$ cat src/rtl/secded_err_monitor_if.sv
// Scrub write-back channel between the SECDED error monitor (master) and memory (slave).
// Handshake: scrub_req is high while the head entry is valid; addr/data hold steady until
// scrub_ack is sampled high with scrub_req on a rising edge, which retires the entry.
interface secded_err_monitor_if #(
  parameter int AW = 32
);
  logic          scrub_req;
  logic          scrub_ack;
  logic [AW-1:0] scrub_addr;
  logic [71:0]   scrub_data;

  modport master (output scrub_req, output scrub_addr, output scrub_data, input scrub_ack);
  modport slave  (input scrub_req, input scrub_addr, input scrub_data, output scrub_ack);
endinterface

$ cat src/rtl/secded_err_monitor.sv
// Error monitor downstream of the 72-bit SECDED decoder: saturating error counters,
// first-uncorrectable address capture, scrub write-back queue and threshold interrupt.
module secded_err_monitor #(
    parameter int AW        = 32,
    parameter int CW        = 16,
    parameter int DEPTH     = 4,
    parameter int SE_THRESH = 8
) (
    input  logic                       clk_i,
    input  logic                       rst_ni,
    input  logic                       chk_valid_i,
    input  logic [AW-1:0]              chk_addr_i,
    input  logic [71:0]                d_data_i,
    input  logic                       s_err_i,
    input  logic                       d_err_i,
    input  logic                       clr_i,
    secded_err_monitor_if.master       scrub,
    output logic [CW-1:0]              se_cnt_o,
    output logic [CW-1:0]              de_cnt_o,
    output logic                       de_flag_o,
    output logic [AW-1:0]              de_addr_o,
    output logic                       ovf_o,
    output logic                       irq_o,
    output logic [$clog2(DEPTH):0]     q_count_o
);
    localparam int PW = $clog2(DEPTH);
    localparam logic [CW-1:0] CNT_MAX = '1;
    localparam logic [PW:0]   FULL_CNT = (PW+1)'(DEPTH);
    localparam logic [CW:0]   THRESH   = (CW+1)'(SE_THRESH);

    logic [AW-1:0] mem_addr_q [DEPTH];
    logic [71:0]   mem_data_q [DEPTH];

    logic [PW-1:0] head_q, head_d, tail_q, tail_d;
    logic [PW:0]   count_q, count_d;
    logic [CW-1:0] se_cnt_q, se_cnt_d, de_cnt_q, de_cnt_d;
    logic [CW-1:0] se_base, de_base;
    logic          de_flag_q, de_flag_d, flag_base;
    logic [AW-1:0] de_addr_q, de_addr_d;
    logic          ovf_q, ovf_d;
    logic          irq_q, irq_d;
    logic          se_ev, de_ev, req, pop, full, push, drop;

    always_comb begin
        // A simultaneous S_ERR and D_ERR counts as uncorrectable only.
        de_ev = chk_valid_i & d_err_i;
        se_ev = chk_valid_i & s_err_i & ~d_err_i;
        req   = (count_q != '0);
        pop   = req & scrub.scrub_ack;
        full  = (count_q == FULL_CNT);
        push  = se_ev & (~full | pop);
        drop  = se_ev & full & ~pop;

        // Clear is applied first so a same-cycle event lands on the cleared state.
        se_base   = clr_i ? '0 : se_cnt_q;
        de_base   = clr_i ? '0 : de_cnt_q;
        flag_base = clr_i ? 1'b0 : de_flag_q;

        se_cnt_d  = (se_ev && se_base != CNT_MAX) ? se_base + CW'(1) : se_base;
        de_cnt_d  = (de_ev && de_base != CNT_MAX) ? de_base + CW'(1) : de_base;
        de_flag_d = flag_base | de_ev;
        de_addr_d = clr_i ? '0 : de_addr_q;
        if (de_ev && !flag_base) de_addr_d = chk_addr_i;
        ovf_d     = (clr_i ? 1'b0 : ovf_q) | drop;

        irq_d = ((SE_THRESH != 0) && ({1'b0, se_cnt_d} >= THRESH)) || de_flag_d;

        head_d  = pop  ? head_q + PW'(1) : head_q;
        tail_d  = push ? tail_q + PW'(1) : tail_q;
        count_d = count_q;
        if (push && !pop) count_d = count_q + (PW+1)'(1);
        if (pop && !push) count_d = count_q - (PW+1)'(1);
    end

    always_ff @(posedge clk_i or negedge rst_ni) begin
        if (!rst_ni) begin
            head_q    <= '0;
            tail_q    <= '0;
            count_q   <= '0;
            se_cnt_q  <= '0;
            de_cnt_q  <= '0;
            de_flag_q <= 1'b0;
            de_addr_q <= '0;
            ovf_q     <= 1'b0;
            irq_q     <= 1'b0;
        end else begin
            head_q    <= head_d;
            tail_q    <= tail_d;
            count_q   <= count_d;
            se_cnt_q  <= se_cnt_d;
            de_cnt_q  <= de_cnt_d;
            de_flag_q <= de_flag_d;
            de_addr_q <= de_addr_d;
            ovf_q     <= ovf_d;
            irq_q     <= irq_d;
        end
    end

    // Payload storage needs no reset: it is only visible while the queue is non-empty.
    always_ff @(posedge clk_i) begin
        if (push) begin
            mem_addr_q[tail_q] <= chk_addr_i;
            mem_data_q[tail_q] <= d_data_i;
        end
    end

    assign scrub.scrub_req  = req;
    assign scrub.scrub_addr = req ? mem_addr_q[head_q] : '0;
    assign scrub.scrub_data = req ? mem_data_q[head_q] : '0;

    assign se_cnt_o  = se_cnt_q;
    assign de_cnt_o  = de_cnt_q;
    assign de_flag_o = de_flag_q;
    assign de_addr_o = de_addr_q;
    assign ovf_o     = ovf_q;
    assign irq_o     = irq_q;
    assign q_count_o = count_q;
endmodule

$ cat src/flat_wrapper.sv
// flat-port wrapper written by rule: the top's interface ports become plain ports
module secded_err_monitor_flat 
#(
    parameter int AW        = 32,
    parameter int CW        = 16,
    parameter int DEPTH     = 4,
    parameter int SE_THRESH = 8
)
  (clk_i, rst_ni, chk_valid_i, chk_addr_i, d_data_i, s_err_i, d_err_i, clr_i, se_cnt_o, de_cnt_o, de_flag_o, de_addr_o, ovf_o, irq_o, q_count_o, scrub_scrub_req, scrub_scrub_addr, scrub_scrub_data, scrub_scrub_ack);
  secded_err_monitor_if #(.AW(AW)) scrub_i ();
  input  logic clk_i;
  input  logic rst_ni;
  input  logic chk_valid_i;
  input  logic [AW-1:0] chk_addr_i;
  input  logic [71:0] d_data_i;
  input  logic s_err_i;
  input  logic d_err_i;
  input  logic clr_i;
  output logic [CW-1:0] se_cnt_o;
  output logic [CW-1:0] de_cnt_o;
  output logic de_flag_o;
  output logic [AW-1:0] de_addr_o;
  output logic ovf_o;
  output logic irq_o;
  output logic [$clog2(DEPTH):0] q_count_o;
  output wire logic [$bits(scrub_i.scrub_req)-1:0] scrub_scrub_req;
  output wire logic [$bits(scrub_i.scrub_addr)-1:0] scrub_scrub_addr;
  output wire logic [$bits(scrub_i.scrub_data)-1:0] scrub_scrub_data;
  input wire logic [$bits(scrub_i.scrub_ack)-1:0] scrub_scrub_ack;
  assign scrub_scrub_req = scrub_i.scrub_req;
  assign scrub_scrub_addr = scrub_i.scrub_addr;
  assign scrub_scrub_data = scrub_i.scrub_data;
  assign scrub_i.scrub_ack = scrub_scrub_ack;
  secded_err_monitor #(.AW(AW), .CW(CW), .DEPTH(DEPTH), .SE_THRESH(SE_THRESH)) u_core (.clk_i(clk_i), .rst_ni(rst_ni), .chk_valid_i(chk_valid_i), .chk_addr_i(chk_addr_i), .d_data_i(d_data_i), .s_err_i(s_err_i), .d_err_i(d_err_i), .clr_i(clr_i), .scrub(scrub_i), .se_cnt_o(se_cnt_o), .de_cnt_o(de_cnt_o), .de_flag_o(de_flag_o), .de_addr_o(de_addr_o), .ovf_o(ovf_o), .irq_o(irq_o), .q_count_o(q_count_o));
endmodule
$ cat config.mk
export PLATFORM = sky130hd
export DESIGN_NAME = secded_err_monitor_flat
export DESIGN_NICKNAME = d
export VERILOG_FILES = /design/src/rtl/secded_err_monitor_if.sv /design/src/rtl/secded_err_monitor.sv /design/src/flat_wrapper.sv
export SDC_FILE = /design/constraint.sdc
export NUM_CORES = 1
export LEC_CHECK = 0
export CAP_MARGIN = 30
export CELL_PAD_IN_SITES_DETAIL_PLACEMENT = 1
export CELL_PAD_IN_SITES_GLOBAL_PLACEMENT = 2
export CORE_MARGIN = 8
export CORE_UTILIZATION = 35
export DETAILED_ROUTE_END_ITERATION = 8
export PLACE_DENSITY = 0.76
export REMOVE_ABC_BUFFERS = 1
export SETUP_SLACK_MARGIN = 0.5
export SYNTH_ARGS = -nofsm -noshare
export SYNTH_HDL_FRONTEND = slang
export SYNTH_SLANG_ARGS = --single-unit
export TNS_END_PERCENT = 100
$ cat constraint.sdc
create_clock -name clk_i -period 9.06 [get_ports clk_i]
set_input_delay 1.812 -clock clk_i [delete_from_list [all_inputs] [get_ports clk_i]]
set_output_delay 1.812 -clock clk_i [all_outputs]
set_load 0.02 [all_outputs]
== Word level (Yosys, flattened, before mapping) ==
Memories as Yosys holds them, arrays and structs flattened.
Cells that the tools add are included.

* Flip-flop bits (word level): 74
* Bits in latches: 0
* RAM bits: 416
* Memory bits (read-only): 0
* Output and inout port bits: 175
* Memories kept: 2

{| class="wikitable"
|+ Memories
! name !! depth !! width !! read ports !! clocked after Yosys merged registers in !! wr ports !! line !! text
|-
| u_core.mem_data_q || 4 || 72 || 1 || 0 || 1 || secded_err_monitor.sv:32 || <nowiki>logic [71:0] mem_data_q [DEPTH];</nowiki>
|-
| u_core.mem_addr_q || 4 || 32 || 1 || 0 || 1 || secded_err_monitor.sv:31 || <nowiki>logic [AW-1:0] mem_addr_q [DEPTH];</nowiki>
|}

* $add $sub $neg: 6
* Multiply operators: 0
* Divide/modulo/power cells: 0
* $lt $le $gt $ge: 1
* Equality and inequality tests: 3
* Shift-type cells: 0
* Muxes and demuxes: 14
* Bitwise gates (word level): 13
* Reduce and logical (&&, ||, !) cells: 12

{| class="wikitable"
|+ Operators by type and width
! operator !! count
|-
| $mux W32 || 3
|-
| $mux W72 || 1
|-
| $mux W16 || 4
|-
| $add A16 B1 Y16 const B || 2
|-
| $ne A16 B16 Y1 const B || 2
|-
| $ge A16 B4 Y1 const B || 1
|-
| $and A1 B1 Y1 || 7
|-
| $mux W3 || 2
|-
| $logic_and A1 B1 Y1 || 5
|-
| $add A2 B1 Y2 const B || 2
|-
| $mux W1 || 4
|-
| $reduce_bool A2 Y1 || 2
|-
| $add A3 B1 Y3 const B || 1
|-
| $eq A3 B3 Y1 const B || 1
|-
| $logic_not A1 Y1 || 3
|-
| $not A1 Y1 || 3
|-
| $or A1 B1 Y1 || 3
|-
| $reduce_bool A3 Y1 || 1
|-
| $sub A3 B1 Y3 const B || 1
|-
| $logic_or A1 B1 Y1 || 1
|}

== Logic depth before layout (Yosys ltp) ==
Gate-level depths: netlist of the first run.

* Depth in word-level cells: 7
* Depth in mapped cells: 12
* Depth with buffers taken out: 9

== Worst setup path before layout of the first run ==
OpenSTA, ideal clock, no wires.

* Path kind: input port to flip-flop
* From: in d_err_i
* To: mem u_core.mem_addr_q[0][0] (enable)
* Library setup time: 475 ps
* Arrival: 4740 ps
* Path slack: 3845 ps
* Stages: 4
* Buffers on the path: 1
* Cells stage by stage: nand3b_4 -> nor2b_1 -> clkbuf_1 -> and2_1

* Word-level cells in the longest chain between the ends: 5

{| class="wikitable"
|+ RTL lines
! what !! line !! text
|-
| from (decl) || flat_wrapper.sv:17 || <nowiki>input logic d_err_i;</nowiki>
|-
| $not A1 Y1 || secded_err_monitor.sv:47 || <nowiki>se_ev = chk_valid_i & s_err_i & ~d_err_i;</nowiki>
|-
| $and A1 B1 Y1 || secded_err_monitor.sv:47 ||
|-
| $and A1 B1 Y1 || secded_err_monitor.sv:51 || <nowiki>push = se_ev & (~full | pop);</nowiki>
|-
| $mux W1 || secded_err_monitor.sv:101 || <nowiki>if (push) begin</nowiki>
|-
| $mux W1 (not written as such) || secded_err_monitor.sv:102 || <nowiki>mem_addr_q[tail_q] <= chk_addr_i;</nowiki>
|-
| to (decl) || secded_err_monitor.sv:31 ||
|}

No other way between the ends.

== Worst setup path in the final report of the first run ==
* From: reg u_core.head_q[0]
* To: out scrub_scrub_addr[19]

* Word-level cells in the longest chain between the ends: 2

{| class="wikitable"
|+ RTL lines
! what !! line !! text
|-
| from (decl) || secded_err_monitor.sv:34 || <nowiki>logic [PW-1:0] head_q, head_d, tail_q, tail_d;</nowiki>
|-
| from (signal assigned) || secded_err_monitor.sv:77 || <nowiki>head_q <= '0;</nowiki>
|-
| from (signal assigned) || secded_err_monitor.sv:87 || <nowiki>head_q <= head_d;</nowiki>
|-
| $mem_v2 Z4 W32 || - ||
|-
| $mux W32 || secded_err_monitor.sv:108 || <nowiki>assign scrub.scrub_addr = req ? mem_addr_q[head_q] : '0;</nowiki>
|-
| to (decl) || flat_wrapper.sv:27 || <nowiki>output wire logic [$bits(scrub_i.scrub_addr)-1:0] scrub_scrub_addr;</nowiki>
|}

No other way between the ends.

==> results of run 1 <==
-- metrics by stage --
stage	utilization [%]	hold slack (ps)
after floorplan	-	580
after global placement	41.9	514
after detailed placement	42.2	506
after CTS	45.2	528
after global routing	45.2	567
final	45.2	521
-- final timing paths --
path	cells after the start	from	endpoint	slack (ps)
min in group asynchronous	1	rst_ni	u_core.se_cnt_o[0]	1140
worst max-delay path	5	u_core.head_q[0]	scrub_scrub_addr[19]	3590
worst min-delay path	1	u_core.q_count_o[2]	u_core.q_count_o[2]	520
max in group asynchronous	2	rst_ni	u_core.de_addr_o[27]	7300
worst max register to register	4	u_core.q_count_o[2]	u_core.mem_data_q[0][3]	5880
worst min register to register	1	u_core.q_count_o[2]	u_core.q_count_o[2]	520
-- worst max-delay path, stage by stage (launching register included) --
cell and delay, ps:
sky130_fd_sc_hd__dfrtp_4 630, sky130_fd_sc_hd__buf_16 310, sky130_fd_sc_hd__buf_4 700, sky130_fd_sc_hd__mux4_2 600
sky130_fd_sc_hd__and2_1 180, sky130_fd_sc_hd__clkdlybuf4s50_1 590
-- registers in the layout, summed over array words and instances (netlist names) --
register           count
u_core.tail_q          2
u_core.q_count_o       3
u_core.mem_data_q    288
u_core.ovf_o           1
u_core.irq_o           1
u_core.de_flag_o       1
u_core.mem_addr_q    128
u_core.head_q          2
u_core.se_cnt_o       16
u_core.de_cnt_o       16
u_core.de_addr_o      32
-- where the power goes --
part / internal (W) / switching, W
registers: 0.00259 / 0.000109
clock network: 0.00122 / 0.000867
logic: 0.00122 / 0.00119
-- metal layers --
metal | GRT usage (%) | up-vias | share of wire [%]
met5 | 0 | - | 0.14
met4 | 2.99 | 10 | 1.6
met3 | 5.28 | 67 | 7.7
met2 | 23.9 | 280 | 46
met1 | 20.3 | 5330 | 44
li1 | - | 4604 | -
-- final cells by class --
cell class | count | area [um2] | share of cell area, %
timing repair buffer | 300 | 3080 | 12.4
multi-input combinational | 491 | 4790 | 19.3
inverter | 10 | 37.5 | 0.151
clock buffer | 59 | 1320 | 5.30
clock inverter | 35 | 359 | 1.45
antenna | 3 | 7.51 | 0.0302
sequential | 490 | 14400 | 57.8
tap | 704 | 881 | 3.55
-- kinds of logic after synthesis --
logic type	Yosys count	synth area share, %
compound gates	50	1.47
xor+xnor	35	1.58
fa+ha+maj	8	0.556
buf+inv	61	1.30
flops	490	74.1
mux	109	12.4
simple gates	289	8.64
-- cell usage in the layout (no fill, tap or decap), drive strengths merged, types with 4 or more instances in the layout --
cell type and instances:
and4 4, clkinv 26, nand2b 36, xnor2 22
ha 7, dfrtp 74, nand2 49, nor2 36
and3 7, and2 111, mux4 104, nor3 4
inv 11, nand3 8, clkbuf 59, clkdlybuf4s50 283
edfxtp 416, buf 17, xor2 13, nor2b 11
bufinv 6, o21ai 36, nand4 7
==> results by stage, run 1 <==
Timing:
- For the finished layout, the period the worst path requires is 5470 ps.
- The highest clock rate is 183 MHz.
- Setup repair after global routing left no endpoint under its margin.
- Headroom to the max-slew limit came out at 37.5%.
- Dividing the final minimum period by the clock period gives 60.3%.
- Once routing completed, OpenROAD measured the worst setup slack at 3590 ps.
- Setup violations remaining at the end of the flow were counted as 0.
- Setup total negative slack on the finished layout was measured at 0 ps.
- The hold violation count in the final report is 0.
- The max-slew violation total from the final report came to 0.
- For the final database, setup skew stands at 12.6 ps.
- The actual slew at the worst max-slew pin is 937 ps.

Worst setup path:
- The highest fanout seen on the critical path is 39.
- The type of element capturing the critical path is a primary output.
- The worst path required time is 7250 ps.
- Data arrives at the worst endpoint at 3660 ps.
- The startpoint kind of the worst setup timing path is a flip-flop.
- The type of the worst setup path is reg -> out.

Place:
- The cell area reported after detailed placement is 0.0231 mm2.
- OpenSTA, run right after detailed placement, puts the worst setup slack at 3870 ps.
- The number of placed instances with taps included is 1995.
- Routability-driven placement finished with a final weighted congestion of 0.753.
- The wire-length estimate of the detail-placed layout is 31600 um.
- Port buffering added 285 buffers.

Global route:
- After global routing the overflow that remains totals 0.
- The overall fraction of global-route tracks in use is 15.2%.
- The number of global-route vias before repair is 11400.
- The global-route wire length before repair is 73900 um.
- The initial antenna violation count came to 9.
- The maximum number of pins on one net before global-route repair is 77.

Power and ir drop:
- For this design the ratio of total power to cell area is 290 mW/mm2.
- The worst-case IR drop observed on VDD is 0.125 mV.
- The leakage dissipation is 8.32 nW.
- Summing internal, switching and leakage power gives 0.00719 W.

Synth:
- The synthesized area divided by synthesized cell count is 18.6 um2.
- The number of enable flip-flop cells after synthesis is 416.
- Yosys attributes the largest share of cell area to sky130_fd_sc_hd__edfxtp_1 (65%), sky130_fd_sc_hd__mux4_2 (12%), sky130_fd_sc_hd__dfrtp_1 (9.6%), sky130_fd_sc_hd__and2_1 (3.6%), sky130_fd_sc_hd__nand2b_1 (1.1%).
- The cell count after synthesis is 1042.
- The post-synthesis instance area is 0.0194 mm2.
- The number of distinct library cells after synthesis is 55.
- Counting flops and latches in the post-synthesis netlist gives 490.
- Among all cell types in the netlist, the one instantiated most often is sky130_fd_sc_hd__edfxtp_1.
- By count the netlist is led by sky130_fd_sc_hd__edfxtp_1 (416), sky130_fd_sc_hd__and2_1 (111), sky130_fd_sc_hd__mux4_2 (104).
- The total of warnings raised by yosys is 0.
- The dominant synthesized flop cell is sky130_fd_sc_hd__edfxtp_1.
- The async set-reset flop share out of synthesis is 15.1%.
- Sequential cells were found to cover 74.1% of the synthesized design area.
- The largest area contributor in the netlist is sky130_fd_sc_hd__edfxtp_1.
- After synthesis, the largest area contributor takes up 64.5% of total cell area.

Status:
- The run finished with clean final reports.

Clock network:
- The post-cts repair resize count is 0.
- After clock tree synthesis, the clock-pin slew on the worst setup and hold paths is 60 ps.
- The number of CTS-inserted buffers is 51.
- The clock tree synthesis step divided the H-tree into 2 levels.
- The hold-fix buffer count after cts is 0.
- The root buffer cell chosen for the clock tree is sky130_fd_sc_hd__clkbuf_16.
- The latest clock arrival within the worst-skew pair is 580 ps.
- The clock sink total is 490.
- In this run the deepest clock path goes through 3 buffers.
- The clock tree from TritonCTS is built.
- The buffers inserted during post-CTS setup optimization is 0.

Drt:
- After detailed routing, the average wire length per cell comes to 23.1 um.
- The detailed-route wire length is 48300 um.
- The number of detailed-route iterations in the first pass is 5.
- The final route contains 10300 vias.
- In this run the remaining antenna-violating nets after routing total 0.
- The via count normalized by instance count is 4.92.
- The detailed-route DRC error count is 0.
- The detailed router finished its first iteration with 494 violations.

Floorplanning:
- The I/O pin total is 286.
- The die covers 0.0631 mm2.
- The width of the die is 251 um.
- The initial utilization of the core area, before any placement, comes to 35.3%.
- The core area is 0.0549 mm2.
- The die boundary height is 251 um.
- The floorplan has 86 rows.

Cells and area:
- In the final layout, the share of cells above drive strength 1 is 16.5%.
- The total of fill cells in the finished design is 5273.
- In the final design database the tool counted 1463 nets.
- The final non-filler cell area is 0.0248 mm2.
- The filler-free cell count of the finished design is 2092.
- The synthesis-to-finish area growth is 28.2%.

Run:
- Max-cap violations in this run came to 0.

Hold path:
- The type of the worst min-delay path is reg -> reg.
No activity file was read; power rests on OpenSTA's default activity.
==> inputs of run 2 (changes only) <==
==> constraint.sdc (replaced) <==
create_clock -name clk_i -period 5.1 [get_ports clk_i]
set_input_delay 1.02 -clock clk_i [delete_from_list [all_inputs] [get_ports clk_i]]
set_output_delay 1.02 -clock clk_i [all_outputs]
set_load 0.02 [all_outputs]
==> run 2 against run 1 <==
Compared with the run above: non-clock buffer count rose by 9; first-iteration DRC count rose by 9.5%; sequential share of layout area fell by 0.081 points; critical path depth fell by 1; critical path type unchanged.
==> results by stage, run 2 (synthesized netlist as in run 1, its figures left out) <==
Status:
- Result of the run: finished clean (unchanged).

Power and ir drop:
- The leakage dissipation is 8.35 nW (was 8.32 nW).
- The switching power is 0.00386 W (was 0.00217 W).
- The switching power share of the total is 30.2% (was 30.1%).
- The internal power summed over all cells was 0.00890 W (was 0.00502 W).
- The peak ir drop on the vdd network is 0.269 mV (was 0.125 mV).
- The clock network fraction of design power came to 28.6% (was 29.0%).
- The areal power density over the cells was 513 mW/mm2 (was 290 mW/mm2).
- The portion of total power attributed to sequential cells is 37.7% (was 37.5%).
- The portion of total power attributed to combinational logic is 33.7% (was 33.5%).

Timing:
- The number of failing setup endpoints in the final timing report is 0 (unchanged).
- The headroom to the max-slew limit came to 45.3% (was 37.5%).
- The setup skew after layout was 14.9 ps (was 12.6 ps).
- The share of the cycle needed by the critical path after routing is 79.7%.
- The highest clock rate is 246 MHz.
- The worst hold slack is 443 ps (was 521 ps).
- The actual slew at the worst max-slew pin is 818 ps (was 937 ps).
- For the finished layout, the period the worst path requires is 4070 ps.
- The hold violation count in the final report was 0 (unchanged).
- The max-slew violation total from the final report is 0 (unchanged).
- Setup repair after global routing missed its margin: false (unchanged).

Global route:
- The initial antenna violation count is 10 (was 9).
- The met2 capacity usage during global routing is 24.6% (was 23.9%).
- The number of global-route vias before repair is 11500 (was 11400).
- The met1 layer usage reported by global route is 19.9% (was 20.3%).
- The overall fraction of global-route tracks in use is 15.2% (about the same).
- The maximum number of pins on one net before global-route repair was 89 (was 77).
- The fraction of met3 tracks used by global routing was 5.18% (was 5.28%).
- The total overflow reported by the global router is 0 (unchanged).
- The global-route wire length before repair is 73600 um (was 73900 um).
- The highest-utilization routing layer at the global route stage was met2 (unchanged).

Cells and area:
- The flip-flop count of the largest register, all copies and words added is 288 (unchanged).
- The register bank with the most flops is u_core.mem_data_q (unchanged).
- The net total in the final layout is 1473 (was 1463).
- The commonest non-fill, non-tap cell in the layout is sky130_fd_sc_hd__edfxtp_1 (unchanged).
- The fraction of final layout cells sized beyond drive strength 1 came to 16.8% (was 16.5%).
- The final core utilization is 45.3% (was 45.2%).
- The synthesis-to-finish area growth is 28.4% (was 28.2%).
- Most frequent cells in the layout: sky130_fd_sc_hd__edfxtp_1 (416), sky130_fd_sc_hd__clkdlybuf4s50_1 (283), sky130_fd_sc_hd__and2_1 (107), sky130_fd_sc_hd__mux4_2 (104), sky130_fd_sc_hd__dfrtp_1 (72) (unchanged).
- The filler-free cell count of the finished design is 2104 (was 2092).

Worst setup path:
- The type of the worst setup path was reg -> out (unchanged).
- The largest incremental delay on the critical path was 720 ps (was 700 ps).
- The highest fanout seen on the critical path is 41 (was 39).
- The depth of the worst register-to-register path came to 9 (was 4).
- The cell with the largest stage delay on the worst path is sky130_fd_sc_hd__dfrtp_4 (was sky130_fd_sc_hd__buf_4).
- The type of element capturing the critical path was a primary output (unchanged).
- Cell chain of the critical path: buf_12, mux4_2, and2_1, clkdlybuf4s50_1 (was buf_16, buf_4, mux4_2, and2_1, clkdlybuf4s50_1).
- The startpoint kind of the worst setup timing path is a flip-flop (unchanged).
- The worst endpoint data arrival time is 3050 ps (was 3660 ps).
- The worst path required time is 4080 ps (was 7250 ps).

Floorplanning:
- The core area is 0.0549 mm2 (unchanged).
- The die boundary height is 251 um (unchanged).
- The width of the die is 251 um (unchanged).
- The area of the die was 0.0631 mm2 (unchanged).
- The I/O pin total was 286 (unchanged).
- The number of placement rows came to 86 (unchanged).
- The initial cell density of the core came to 35.3% (unchanged).

Clock network:
- The clock-pin slew reported for the worst setup and hold paths after clock tree synthesis is 60 ps (about the same).
- The clock sink total was 490 (unchanged).
- The number of buffers between clock root and the deepest sink is 3 (unchanged).
- The number of CTS-inserted buffers is 52 (was 51).
- The post-cts repair resize count came to 0 (unchanged).
- The level count of the clock H-tree is 2 (unchanged).
- The latest clock arrival within the worst-skew pair is 580 ps (about the same).
- The buffer type at the clock tree root is sky130_fd_sc_hd__clkbuf_16 (unchanged).
- The clock tree from TritonCTS is built (unchanged).
- The hold-fix buffer count after cts is 0 (unchanged).
- The buffers inserted during post-CTS setup optimization is 0 (unchanged).

Place:
- The placer's final routability congestion estimate was 0.777 (was 0.753).
- The half-perimeter wire length of the detailed placement result was 31700 um (was 31600 um).
- The number of placed instances with taps included is 2003 (was 1995).
- The number of buffers added on ports is 285 (unchanged).

Drt:
- The number of detailed-route iterations in the first pass is 5 (unchanged).
- The detailed-route wire length is 48700 um (was 48300 um).
- The per-cell routed wire length was 23.2 um (was 23.1 um).
- The first-iteration detailed-routing DRC count came to 541 (was 494).
- The number of vias after detailed routing was 10400 (was 10300).
- The residual antenna-violating net count after detailed routing is 0 (unchanged).
- The via count normalized by instance count is 4.92 (about the same).
- The detailed-route DRC error count was 0 (unchanged).

Run:
- The number of max-cap violations came to 0 (unchanged).

Hold path:
- The type of the worst min-delay path was in -> async (was reg -> reg).
[run 2: cell types whose count changed in the layout (fill, tap and decap cells not counted), sizes merged]
cell    delta
inv        +1
clkinv     -3
bufinv     -2
clkbuf     +7
buf        +9
[run 2: final cells by class]
class                           count  area [um2]
Timing Repair Buffer              309        3150
Fill cell                        5248       30000
Multi-Input combinational cell    491        4790
Clock inverter                     31         258
Sequential cell                   490       14400
Tap cell                          704         881
Antenna cell                        3        7.51
Inverter                           10        37.5
Clock buffer                       66        1390
[run 2: path summary, 6_finish.rpt]
| path | slack [ps] | end | start |
|---|---|---|---|
| min in group clk_i | 540 | u_core.q_count_o[2] | u_core.q_count_o[2] |
| max reg2reg | 2200 | u_core.irq_o | u_core.se_cnt_o[0] |
| min reg2reg | 540 | u_core.q_count_o[2] | u_core.q_count_o[2] |
| max | 1030 | scrub_scrub_data[58] | u_core.head_q[0] |
| min | 440 | u_core.se_cnt_o[0] | rst_ni |
| max in group asynchronous | 3680 | u_core.head_q[0] | rst_ni |
[run 2: metal layers]
layer	routed length, um	up-vias
met5	92	-
met4	821	16
met3	3870	77
met2	23100	285
met1	20900	5361
li1	-	4623
[run 2: power groups by stage]
stage	Clock (W)	Combinational, W	Sequential [W]
2_1_floorplan	0	0.00235	0.00508
3_3_place_gp	0	0.00437	0.00489
3_5_place_dp	0	0.00440	0.00490
4_1_cts	0.00376	0.00441	0.00482
5_1_grt	0.00390	0.00460	0.00485
6_report	0.00365	0.00430	0.00481
[run 2: worst max-delay path: cells and delay by family, from the launching register on]
family	cells	cell delay, ps
buffers and inverters	2	930
flip-flops	1	720
multiplexers	1	570
AND/OR/NAND/NOR	1	220
[run 2: metrics by stage]
stage | power [W] | worst slack [ps] | setup TNS [ps] | cell area (um2)
6_report | 0.0128 | 1030 | 0 | 24900
5_1_grt | 0.0133 | 841 | 0 | 24800
4_1_cts | 0.0130 | 909 | 0 | 24800
3_5_place_dp | 0.00931 | 1190 | 0 | 23200
3_3_place_gp | 0.00926 | 1240 | 0 | 23200
2_1_floorplan | 0.00743 | -886 | -92190 | 19100
==> inputs of run 3 (changes only) <==
==> constraint.sdc (replaced) <==
create_clock -name clk_i -period 4 [get_ports clk_i]
set_input_delay 0.8 -clock clk_i [delete_from_list [all_inputs] [get_ports clk_i]]
set_output_delay 0.8 -clock clk_i [all_outputs]
set_load 0.02 [all_outputs]
==> run 3 against run 2 <==
Compared with the run above: sequential share of layout area shrank 1.4 points; design area grew 2.5%; sequential power grew 25%; routed wire length grew 5.0%; critical path type unchanged; worst setup slack lost 420 ps; via count grew 2.1%; first-iteration DRC count shrank 5.9%; utilization grew 1.1 points; clock skew grew 1.0 ps; die area is the same.
==> results by stage, run 3 (synthesized netlist as in run 1, its figures left out) <==
Timing:
- The setup skew after layout came to 16.0 ps (was 14.9 ps).
- The worst path uses 84.8% of the clock period.
- The hold violation count in the final report is 0 (unchanged).
- The number of failing setup endpoints in the final timing report is 0 (unchanged).
- The actual slew at the worst max-slew pin is 663 ps (was 818 ps).
- The headroom to the max-slew limit came to 55.7% (was 45.3%).
- Timing would allow up to 295 MHz.
- The worst hold slack came to 111 ps (was 443 ps).
- The final worst-path setup slack is 610 ps (was 1030 ps).
- Setup repair after global routing missed its margin: true (was false).
- The max-slew violation total from the final report is 0 (unchanged).
- The final critical path time including I/O delays and setup is 3390 ps.

Power and ir drop:
- The total power draw is 0.0168 W (was 0.0128 W).
- The leakage dissipation is 9.17 nW (was 8.35 nW).
- The peak ir drop on the vdd network is 0.315 mV (was 0.269 mV).
- The areal power density over the cells is 660 mW/mm2 (was 513 mW/mm2).

Clock network:
- The clock-pin slew reported for the worst setup and hold paths after clock tree synthesis is 60 ps (about the same).
- The level count of the clock H-tree is 2 (unchanged).
- The number of CTS-inserted buffers is 54 (was 52).
- The buffer type at the clock tree root was sky130_fd_sc_hd__clkbuf_16 (unchanged).
- The latest clock arrival within the worst-skew pair is 600 ps (was 580 ps).
- The hold-fix buffer count after cts is 0 (unchanged).
- The clock tree from TritonCTS is built (unchanged).
- The clock sink total is 490 (unchanged).
- The number of buffers between clock root and the deepest sink is 3 (unchanged).

Drt:
- The first-iteration detailed-routing DRC count is 509 (was 541).
- The number of vias after detailed routing came to 10600 (was 10400).
- The number of detailed-route iterations in the first pass is 4 (was 5).
- The detailed-route DRC error count is 0 (unchanged).
- The residual antenna-violating net count after detailed routing is 0 (unchanged).
- The detailed-route wire length is 51100 um (was 48700 um).
- The via count normalized by instance count was 4.98 (was 4.92).
- The per-cell routed wire length is 24.1 um (was 23.2 um).

Cells and area:
- The fraction of final layout cells sized beyond drive strength 1 was 18.3% (was 16.8%).
- The commonest non-fill, non-tap cell in the layout is sky130_fd_sc_hd__edfxtp_1 (unchanged).
- The net total in the final layout is 1492 (was 1473).
- Most frequent cells in the layout: sky130_fd_sc_hd__edfxtp_1 (416), sky130_fd_sc_hd__clkdlybuf4s50_1 (185), sky130_fd_sc_hd__and2_1 (107), sky130_fd_sc_hd__mux4_2 (104), sky130_fd_sc_hd__dfrtp_1 (69) (was sky130_fd_sc_hd__edfxtp_1 (416), sky130_fd_sc_hd__clkdlybuf4s50_1 (283), sky130_fd_sc_hd__and2_1 (107), sky130_fd_sc_hd__mux4_2 (104), sky130_fd_sc_hd__dfrtp_1 (72)).
- The flip-flop count of the largest register, all copies and words added is 288 (unchanged).
- The synthesis-to-finish area growth is 31.6% (was 28.4%).
- The register bank with the most flops is u_core.mem_data_q (unchanged).
- The total of fill cells in the finished design is 5244 (was 5248).

Floorplanning:
- The number of placement rows is 86 (unchanged).
- The die boundary height is 251 um (unchanged).
- The initial cell density of the core came to 35.3% (unchanged).
- The width of the die is 251 um (unchanged).
- The core area is 0.0549 mm2 (unchanged).
- The area of the die is 0.0631 mm2 (unchanged).
- The I/O pin total came to 286 (unchanged).

Worst setup path:
- The type of element capturing the critical path is a primary output (unchanged).
- The startpoint kind of the worst setup timing path is a flip-flop (unchanged).
- The worst endpoint data arrival time is 2590 ps (was 3050 ps).
- The highest fanout seen on the critical path is 14 (was 41).
- The worst path required time is 3200 ps (was 4080 ps).
- The type of the worst setup path is reg -> out (unchanged).

Global route:
- The total overflow reported by the global router is 0 (unchanged).
- The number of global-route vias before repair is 11700 (was 11500).
- The initial antenna violation count came to 1 (was 10).
- The global-route wire length before repair came to 76900 um (was 73600 um).
- The maximum number of pins on one net before global-route repair is 78 (was 89).
- The overall fraction of global-route tracks in use is 16.1% (was 15.2%).

Place:
- The half-perimeter wire length of the detailed placement result came to 30600 um (was 31700 um).
- The number of buffers added on ports is 285 (unchanged).
- The worst-case setup slack after placement is 471 ps (was 1190 ps).
- The placer's final routability congestion estimate is 0.794 (was 0.777).

Status:
- Result of the run: finished clean (unchanged).

Hold path:
- The type of the worst min-delay path is in -> async (unchanged).

Run:
- The number of max-cap violations is 0 (unchanged).
==> run 3: cell count changes in the layout (fill, tap and decap cells not counted), sizes merged, moves of 9 or more <==
cell and change:
clkinv -9, clkdlybuf4s50 -98, clkbuf +12, buf +15, dlygate4sd2 +48, dlymetal6s2s +48
==> run 3: what timing repair did <==
item,in CTS,in global routing
endpoints found under the setup margin,104,68
pin swaps,0,1
setup buffers,6,3
cloned,7,0
gates resized for setup,62,55
==> run 3: layout make-up <==
class	instances	area, um2	area share (%)
clock buffer	76	1490	5.86
inverter	10	37.5	0.147
clock inverter	25	310	1.22
sequential	490	14400	56.3
multi-input combinational	492	4800	18.8
tap	704	881	3.46
antenna	4	10.0	0.0393
timing repair buffer	325	3590	14.1
==> run 3: power by group <==
part           switching, W  internal, W  total, W
clock network       0.00203      0.00295   0.00498
logic               0.00301      0.00280   0.00581
registers          0.000166      0.00586   0.00603
==> run 3: through the flow <==
stage / utilization, % / setup TNS [ps] / instance area [um2] / instances
6_report: 46.4 / 0 / 25500 / 2126
5_1_grt: 46.4 / 0 / 25500 / 2122
4_1_cts: 46.2 / 0 / 25300 / 2119
3_5_place_dp: 42.5 / 0 / 23300 / 2005
3_3_place_gp: 42.4 / 0 / 23300 / 2004
2_1_floorplan: - / -272340 / 19100 / 991
==> run 3: worst max-delay path, cell delays in order (launching register included) <==
cell,delay (ps)
sky130_fd_sc_hd__dfrtp_4,440
sky130_fd_sc_hd__buf_12,140
sky130_fd_sc_hd__buf_16,190
sky130_fd_sc_hd__mux4_2,500
sky130_fd_sc_hd__and2_1,180
sky130_fd_sc_hd__clkdlybuf4s50_1,540
==> run 3: path summary, 6_finish.rpt <==
check	startpoint	to	slack, ps	cells past startpoint
min	rst_ni	u_core.se_cnt_o[1]	110	1
min reg2reg	u_core.de_cnt_o[15]	u_core.de_cnt_o[14]	550	1
min in group clk_i	u_core.de_cnt_o[15]	u_core.de_cnt_o[14]	550	1
max reg2reg	u_core.se_cnt_o[0]	u_core.irq_o	1070	8
max in group asynchronous	rst_ni	u_core.de_addr_o[9]	3280	2
max	u_core.head_q[0]	scrub_scrub_data[53]	610	5
==> run 3: layer usage <==
layer / wire length (um) / GRT usage (%) / part of all wire, %
met3: 3400 / 4.73 / 6.6
met2: 24700 / 26.4 / 48
met4: 741 / 3.03 / 1.4
met5: 13 / 0 / 0.025
met1: 22300 / 21.2 / 44
==> patch: new RTL, config.mk and constraints of run 3 <==
`DEPTH` is set to 4 in 2 places; all go to 2.
--- a/src/rtl/secded_err_monitor.sv
+++ b/src/rtl/secded_err_monitor.sv
@@ -3,7 +3,7 @@
 module secded_err_monitor #(
     parameter int AW        = 32,
     parameter int CW        = 16,
-    parameter int DEPTH     = 4,
+    parameter int DEPTH     = 2,
     parameter int SE_THRESH = 8
 ) (
     input  logic                       clk_i,
--- a/src/flat_wrapper.sv
+++ b/src/flat_wrapper.sv
@@ -3,7 +3,7 @@
 #(
     parameter int AW        = 32,
     parameter int CW        = 16,
-    parameter int DEPTH     = 4,
+    parameter int DEPTH     = 2,
     parameter int SE_THRESH = 8
 )
   (clk_i, rst_ni, chk_valid_i, chk_addr_i, d_data_i, s_err_i, d_err_i, clr_i, se_cnt_o, de_cnt_o, de_flag_o, de_addr_o, ovf_o, irq_o, q_count_o, scrub_scrub_req, scrub_scrub_addr, scrub_scrub_data, scrub_scrub_ack);
Interface: changed (resized q_count_o); port bits go from 286 to 285. The function was not compared with the original's and may differ.
==> patch against run 3 <==
Setup slack gained 0.10 ns. Highest routed layer unchanged. Power decreased by 41%. Cell area decreased by 38%. Critical path depth shrank 1. Routed wire length shrank 34%. Synthesized area down 42%. Core utilization up 3.5 points. Via count decreased by 29%. Non-clock buffer count fell by 16. Combinational power fell by 38%. Largest power group is now combinational cells. Hold slack better by 0.020 ns. Sequential cell count down 211. Global-route usage is 0.90 points higher.
==> patch: results <==
[outcome]
status = "completed"

[layout]
nFillCells = 3181
buf_share_pct = 20.1
final_cells = 1526
multi_input_gates = 470
largest_reg_flops = 144
drive_gt1_share_pct = 8.10
final-clk-cell-share_pct = 6.42
inverters = 7
n_clock_buffer = 45
non_clock_buffer_count = 309
seq_share_pct = 50.8
multi_input_area_share_pct = 19.3
n_antenna_cell = 1

[grt]
grt_pass1_wl_um = 50500
met1_usage_pct = 22.2
gr-usage-met3_pct = 4.73
grt_pass1_vias = 8060
grt_max_degree = 53
met2_usage_pct = 27.7
globalRouteTotalUtil_pct = 16.9
grt_antenna_before_repair = 4

[critical_path]
crit_path_max_incr_delay_ns = 0.57
crit_arrival_ns = 2.49
rrSetupSlack_ns = 1.53

[placement]
dpl.hpwl_um = 23300
dpl_worst_slack_ns = 0.594
placed_area_mm2 = 0.0148
dp.cells = 1465
io_buffers = 284

[synth]
synth.avg_cell_area_um2 = 14.0
synth_cell_types = 47
synth-edff-count = 208
ys_ff_latch = 279
ys_async_sr_fraction_pct = 25.4
synth_common_cells = "edfxtp_1, nor2_1, mux2i_1, nand2_1, dfrtp_1"

[detailed_routing]
vias = 7502
drt_iter0_drc = 266
wl_met2_um = 15600
wl_met3_um = 2150
wl_met1_um = 15400
routed_wl_um = 33700

[sta]
worst_slew_pin_slew_ns = 0.658
hold_ws_ns = 0.132
fin_skew_ns = 0.0123

[clock_network]
cts_setup_buffers = 1
cts_max_level = 1
post_cts_resized = 0

[pwr]
leakagePower_uw = 0.00603
net-switching-power_uw = 3260
power.density_mw_per_mm2 = 627
peakVddDrop_mv = 0.372
patch: cell count changes in the layout (fill, tap and decap cells not counted), sizes merged, moves of 32 or more:
cell / before / now
edfxtp: 416 / 208
and2: 111 / 5
mux4: 104 / 0
mux2i: 3 / 104
clkdlybuf4s50: 185 / 283
nor2: 36 / 132
dlygate4sd2: 48 / 0
dlymetal6s2s: 48 / 0
nand2b: 36 / 0
clkbuf: 78 / 45
nand2: 49 / 82
o211ai: 0 / 32
patch: worst register-to-register path, delay by kind of cell (launching register included):
family                     cells  cell delay, ns
and+or+nand+nor                4            1.09
AOI/OAI and AO/OA              3            0.55
DFF                            1            0.42
adders and majority gates      1            0.27
patch: how the worst max path moves through the flow:
stage,to,cells past startpoint,slack [ns],start
final,scrub_scrub_data[55],4,0.71,u_core.q_count_o[0]
after global routing,scrub_scrub_addr[15],4,0.59,u_core.q_count_o[0]
after CTS,scrub_scrub_addr[13],4,0.50,u_core.q_count_o[0]
after detailed placement,u_core.irq_o,9,0.59,clr_i
after global placement,u_core.irq_o,9,0.64,clr_i
after floorplan,u_core.mem_addr_q[0][0],3,-2.21,d_err_i
patch: logic make-up after synthesis:
family | count (synthesis) | share of synthesized area, %
DFF | 279 | 71.3
and+or+nand+nor | 275 | 10.8
muxes | 106 | 9.48
AOI/OAI and AO/OA | 53 | 3.62
buffers and inverters | 53 | 1.93
xor gates and xnor gates | 32 | 2.49
adders and majority gates | 3 | 0.334
patch: power groups by stage:
| stage | clock network, uW | logic, uW | registers (uW) |
|---|---|---|---|
| 6_report | 2830 | 3610 | 3470 |
| 4_1_cts | 2900 | 3680 | 3460 |
| 3_5_place_dp | 0 | 3600 | 3550 |
| 5_1_grt | 3000 | 3840 | 3490 |
| 3_3_place_gp | 0 | 3580 | 3550 |
| 2_1_floorplan | 0 | 1740 | 3700 |
